`src/rtl/mac_seq_ctrl_if.sv`:
```
// Operand stream, result stream and burst control bundle for mac_seq_ctrl.
// The master side drives operands and control; the slave side is the sequencer.
interface mac_seq_ctrl_if #(
    parameter int unsigned ACC_W = 12,
    parameter int unsigned LEN_W = 5
);
    logic             start;
    logic [LEN_W-1:0] len;
    logic [ACC_W-1:0] acc_init;
    logic             clear;
    logic             in_valid;
    logic             in_ready;
    logic [3:0]       a;
    logic [3:0]       b;
    logic             out_valid;
    logic             out_ready;
    logic [ACC_W-1:0] result;
    logic             overflow;
    logic             busy;

    modport master (
        output start, len, acc_init, clear, in_valid, a, b, out_ready,
        input  in_ready, out_valid, result, overflow, busy
    );

    modport slave (
        input  start, len, acc_init, clear, in_valid, a, b, out_ready,
        output in_ready, out_valid, result, overflow, busy
    );
endinterface

```
`src/rtl/mac_seq_ctrl.sv`:
```
// Dot-product sequencer: loads an initial accumulator, accumulates len 4x4 products
// from a valid/ready stream, then holds the sum on a valid/ready result port.
module mac_seq_ctrl #(
    parameter int unsigned ACC_W = 12,
    parameter int unsigned LEN_W = 5
) (
    input logic          clk,
    input logic          rst,
    mac_seq_ctrl_if.slave bus
);
    typedef enum logic [1:0] {StIdle, StRun, StDone} state_e;

    state_e           state_q, state_d;
    logic [ACC_W-1:0] acc_q, acc_d;
    logic [LEN_W-1:0] cnt_q, cnt_d;
    logic             ovf_q, ovf_d;
    logic [7:0]       prod;
    logic [ACC_W:0]   sum;

    assign prod = {4'b0, bus.a} * {4'b0, bus.b};
    // Extra top bit of sum is the carry-out that feeds the sticky overflow flag.
    assign sum  = {1'b0, acc_q} + {{(ACC_W - 7){1'b0}}, prod};

    always_ff @(posedge clk) begin
        if (rst) begin
            state_q <= StIdle;
            acc_q   <= '0;
            cnt_q   <= '0;
            ovf_q   <= 1'b0;
        end else begin
            state_q <= state_d;
            acc_q   <= acc_d;
            cnt_q   <= cnt_d;
            ovf_q   <= ovf_d;
        end
    end

    always_comb begin
        state_d = state_q;
        unique case (state_q)
            StIdle: if (bus.start) state_d = (bus.len == '0) ? StDone : StRun;
            StRun:  if (bus.in_valid && cnt_q == LEN_W'(1)) state_d = StDone;
            StDone: if (bus.out_ready) state_d = StIdle;
            default: state_d = StIdle;
        endcase
        if (bus.clear) state_d = StIdle;
    end

    always_comb begin
        acc_d = acc_q;
        cnt_d = cnt_q;
        ovf_d = ovf_q;
        if (bus.clear) begin
            acc_d = '0;
            cnt_d = '0;
            ovf_d = 1'b0;
        end else if (state_q == StIdle && bus.start) begin
            acc_d = bus.acc_init;
            cnt_d = bus.len;
            ovf_d = 1'b0;
        end else if (state_q == StRun && bus.in_valid) begin
            acc_d = sum[ACC_W-1:0];
            cnt_d = cnt_q - LEN_W'(1);
            ovf_d = ovf_q | sum[ACC_W];
        end
    end

    always_comb begin
        bus.in_ready  = 1'b0;
        bus.out_valid = 1'b0;
        bus.busy      = 1'b0;
        unique case (state_q)
            StRun: begin
                bus.in_ready = 1'b1;
                bus.busy     = 1'b1;
            end
            StDone: begin
                bus.out_valid = 1'b1;
                bus.busy      = 1'b1;
            end
            default: ;
        endcase
        bus.result   = acc_q;
        bus.overflow = ovf_q;
    end
endmodule

```
`src/flat_wrapper.sv`:
```
// flat-port wrapper written by rule: the top's interface ports become plain ports
module mac_seq_ctrl_flat 
#(
    parameter int unsigned ACC_W = 12,
    parameter int unsigned LEN_W = 5
)
  (clk, rst, bus_start, bus_len, bus_acc_init, bus_clear, bus_in_valid, bus_a, bus_b, bus_out_ready, bus_in_ready, bus_out_valid, bus_result, bus_overflow, bus_busy);
  mac_seq_ctrl_if #(.ACC_W(ACC_W), .LEN_W(LEN_W)) bus_i ();
  input logic clk;
  input logic rst;
  input wire logic [$bits(bus_i.start)-1:0] bus_start;
  input wire logic [$bits(bus_i.len)-1:0] bus_len;
  input wire logic [$bits(bus_i.acc_init)-1:0] bus_acc_init;
  input wire logic [$bits(bus_i.clear)-1:0] bus_clear;
  input wire logic [$bits(bus_i.in_valid)-1:0] bus_in_valid;
  input wire logic [$bits(bus_i.a)-1:0] bus_a;
  input wire logic [$bits(bus_i.b)-1:0] bus_b;
  input wire logic [$bits(bus_i.out_ready)-1:0] bus_out_ready;
  output wire logic [$bits(bus_i.in_ready)-1:0] bus_in_ready;
  output wire logic [$bits(bus_i.out_valid)-1:0] bus_out_valid;
  output wire logic [$bits(bus_i.result)-1:0] bus_result;
  output wire logic [$bits(bus_i.overflow)-1:0] bus_overflow;
  output wire logic [$bits(bus_i.busy)-1:0] bus_busy;
  assign bus_i.start = bus_start;
  assign bus_i.len = bus_len;
  assign bus_i.acc_init = bus_acc_init;
  assign bus_i.clear = bus_clear;
  assign bus_i.in_valid = bus_in_valid;
  assign bus_i.a = bus_a;
  assign bus_i.b = bus_b;
  assign bus_i.out_ready = bus_out_ready;
  assign bus_in_ready = bus_i.in_ready;
  assign bus_out_valid = bus_i.out_valid;
  assign bus_result = bus_i.result;
  assign bus_overflow = bus_i.overflow;
  assign bus_busy = bus_i.busy;
  mac_seq_ctrl #(.ACC_W(ACC_W), .LEN_W(LEN_W)) u_core (.clk(clk), .rst(rst), .bus(bus_i));
endmodule
```
`config.mk`:
```
export PLATFORM = sky130hd
export DESIGN_NAME = mac_seq_ctrl_flat
export DESIGN_NICKNAME = d
export VERILOG_FILES = /design/src/rtl/mac_seq_ctrl_if.sv /design/src/rtl/mac_seq_ctrl.sv /design/src/flat_wrapper.sv
export SDC_FILE = /design/constraint.sdc
export NUM_CORES = 1
export LEC_CHECK = 0
export ABC_AREA = 0
export BUFFER_PORTS_ARGS = -buffer_cell sky130_fd_sc_hd__buf_4
export CORE_MARGIN = 2
export CORE_UTILIZATION = 53
export DETAILED_ROUTE_END_ITERATION = 8
export PLACE_DENSITY = 0.8
export RECOVER_POWER = 50
export SKIP_LAST_GASP = 1
export SLEW_MARGIN = 30
export SYNTH_ARGS = -nofsm -noshare
export SYNTH_HDL_FRONTEND = slang
export SYNTH_SLANG_ARGS = --single-unit
```
`constraint.sdc`:
```
create_clock -name clk -period 4.6 [get_ports clk]
set_clock_uncertainty 0.05 [all_clocks]
set_input_delay 0.92 -clock clk [delete_from_list [all_inputs] [get_ports clk]]
set_output_delay 0.92 -clock clk [all_outputs]
set_load 0.01 [all_outputs]
```
==> flow_summary_export.csv <==
group,metric,value,unit
floorplanning,initial_core_util,54.8,%
cells_and_area,diodes,0,
power_and_ir_drop,switching_share,35.0,%
route,totalWireLength,4.00,mm
logic_synthesis,synth_fp_nets,291,
hold_path,min_path_type,"reg -> reg",
route,drt_iter0_drc,31,
worst_setup_path,critPathMaxFanout,4,
clocking,tritoncts,"done",
logic_synthesis,synth-seq-cells,20,
route,viasPerCell,5.40,
worst_setup_path,crit_required,4.71,ns
logic_synthesis,synth_top_area_cell,"dfxtp_1",
worst_setup_path,critical_path_class,"in -> reg",
cells_and_area,fin_nets,334,
sta,finalCriticalPeriod,3.89,ns
logic_synthesis,synth_cell_types,41,
worst_setup_path,endpoint_kind,"register",
route,drc,0,
status,status,"finished clean",
cells_and_area,areaGrowthSynthToFinish,18.6,%
worst_setup_path,critPathMaxStageDelay,0.52,ns
logic_synthesis,seq_area_frac_synth,21.9,%
clocking,cts_hold_buf,0,
sta,worstMarginPinSlew,0.911,ns
worst_setup_path,crit_family,"adder cells",
worst_setup_path,worstPathCellList,"buf_4 -> nand2_1 -> fa_1 -> fa_1 -> fa_1 -> inv_1 -> ha_1 -> nor2b_1 -> o2111a_1 -> o21ba_1 -> o311ai_1 -> a31oi_1",
grt,grt_pass1_wl,7.04,mm
clocking,root_buffer,"clkbuf_4",
grt,grt_pass1_vias,1665,
power_and_ir_drop,pwr_density_cell,205,nW/um^2
route,wl_per_cell,12.7,um
logic_synthesis,synth_cells,228,
cells_and_area,layout_common_cells,"inv_1 (33), buf_4 (33), ha_1 (23)",
sta,report.final.hold_viol_count,0,
power_and_ir_drop,switching_power,155,uW
sta,period_share,84.7,%
sta,fmax,257,MHz
floorplanning,pin_count,47,
worst_setup_path,path_buf_inv,2,
sta,rsz0062_at_grt,"no",
floorplanning,die_w,62.7,um
worst_setup_path,worst_path_most_repeated_cell,"fa_1",
sta,hold-worst-slack,0.464,ns
grt,grt_max_degree,31,
place,io_buffers,46,
route,ant_nets,0,
logic_synthesis,syn_avg_cell_area,8.02,um^2
sta,setup_violations,0,
power_and_ir_drop,power_leakage,0.986,nW
power_and_ir_drop,ir_drop,0.144,mV
power_and_ir_drop,seq_power_share,42.3,%
sta,slew_violations,0,
clocking,cts_setup_buffers,0,
power_and_ir_drop,clkPwrFrac,19.4,%
cells_and_area,layout-drive-gt1-share,14.1,%
place,hpwlAfterDp,3.19,mm
worst_setup_path,critical_path.startpoint_type,"input pin",
logic_synthesis,synth.top_cell.area_share,21.9,%
clocking,clk_pin_slew_worst_paths,0.12,ns
floorplanning,rows,21,
grt,grtUsageTotal,21.7,%
clocking,numCtsBuffers,3,
clocking,clock_latency,0.30,ns
worst_setup_path,cp_slowest_cell,"fa_1",
sta,relSlewSlack,39.1,%
logic_synthesis,synth_flop_cell,"dfxtp_1",
grt,antenna_found_initial,0,
cells_and_area,multi_input_area,1270,um^2
clocking,htree_num_levels,1,
grt,overflow,0,
logic_synthesis,async_reset_ff_share,0,%
logic_synthesis,synth-warning-count,0,
power_and_ir_drop,pwr-share-comb,38.3,%
clocking,clockBufferDepth,2,
power_and_ir_drop,intPower,289,uW
logic_synthesis,synth_edf_count,0,
job,cap_violations,0,
logic_synthesis,synth.area.top_cells,"dfxtp_1 (22%), ha_1 (16%), fa_1 (9.9%), inv_1 (6.8%), and2_1 (5.1%)",
route,drt_pre_antenna_iters,4,
clocking,clock-sinks,20,
logic_synthesis,synth.cell_area,1830,um^2
floorplanning,dieHeight,62.7,um
cells_and_area,regArea,400,um^2
floorplanning,die_area,3940,um^2
clocking,cts_resized,0,
sta,setup_tns,0,ns
place,globalplace.congestion,0.847,
floorplanning,core,3340,um^2
worst_setup_path,cp_data_arrival_time,4.00,ns
cells_and_area,nFillCells,329,
route,via_count,1702,
[final timing paths]
path,from,end,slack [ns],depth (start not counted)
min reg2reg,u_core.bus.result[4],u_core.bus.result[4],0.46,2
max reg2reg,u_core.bus.result[2],u_core.bus.result[9],2.01,8
max,bus_a[0],u_core.bus.result[9],0.71,12
min,u_core.bus.result[4],u_core.bus.result[4],0.46,2
[synth_stat cells (2+ instances only)]
cell type / number
dfxtp_1: 20
nand3_1: 2
o211ai_1: 4
ha_1: 23
o21ai_0: 12
a31oi_1: 6
a311oi_1: 2
nor3_1: 9
clkbuf_1: 6
o21a_1: 2
and2_1: 15
a21oi_1: 12
xnor2_1: 5
buf_2: 2
a211oi_1: 6
inv_1: 33
a21o_1: 3
nand2_1: 20
nor2_1: 14
o311ai_1: 2
nor2b_1: 2
fa_1: 9
[power groups by stage]
stage	combinational, mW	clock, mW	sequential (mW)
final	0.170	0.0863	0.188
after CTS	0.176	0.0872	0.188
after global placement	0.171	0	0.192
after detailed placement	0.175	0	0.192
after floorplan	0.116	0	0.193
after global routing	0.193	0.0978	0.189
[state kept, by name, indices dropped and copies added (netlist names)]
name                 cells
u_core.bus.overflow      1
u_core.state_q           2
u_core.bus.result       12
u_core.cnt_q             5
[metal layers]
layer,up-vias,routed length [um],track usage [%]
met3,2,129,2.16
met5,-,0,0
met4,0,13,3.33
met1,790,1970,28.8
met2,40,1880,38.7
li1,870,-,-
[worst reg2reg max path: stages, from the launching register on]
cell and delay [ns]:
dfxtp_1 0.36, fa_1 0.58, inv_1 0.07, fa_1 0.43, nor2b_1 0.21, o2111a_1 0.26
nor2_1 0.07, o311ai_0 0.29, a31oi_1 0.12
[cell type report]
type,count,area share (%)
clock buffer,3,1.04
inverter,33,5.71
multi-input combinational,167,58.5
sequential,20,18.5
tap,46,2.65
timing repair buffer,46,13.7
[per-stage QoR]
step / power (mW) / instance area [um^2] / setup WS [ns] / std cells / utilization, %
detailed placement: 0.366 / 2200 / 0.385 / 312 / 65.9
global route: 0.480 / 2170 / 0.547 / 315 / 65.0
floorplan: 0.309 / 1830 / 0.666 / 228 / -
finish: 0.444 / 2170 / 0.706 / 315 / 65.0
global placement: 0.363 / 2200 / 0.431 / 312 / 65.9
CTS: 0.451 / 2220 / 0.704 / 315 / 66.6
[cells by family (layout without fill, tap and decap cells)]
family	Yosys count	after routing	share of synthesized area, %
AO/OA/AOI/OAI	60	60	22.1
XOR/XNOR	6	6	2.87
adder cells (fa/ha/maj)	32	32	25.6
buffers and inverters	41	82	8.56
flip-flops	20	20	21.9
multiplexers	2	2	1.37
AND/OR/NAND/NOR	67	67	17.6
No activity file was read; power rests on OpenSTA's default activity.
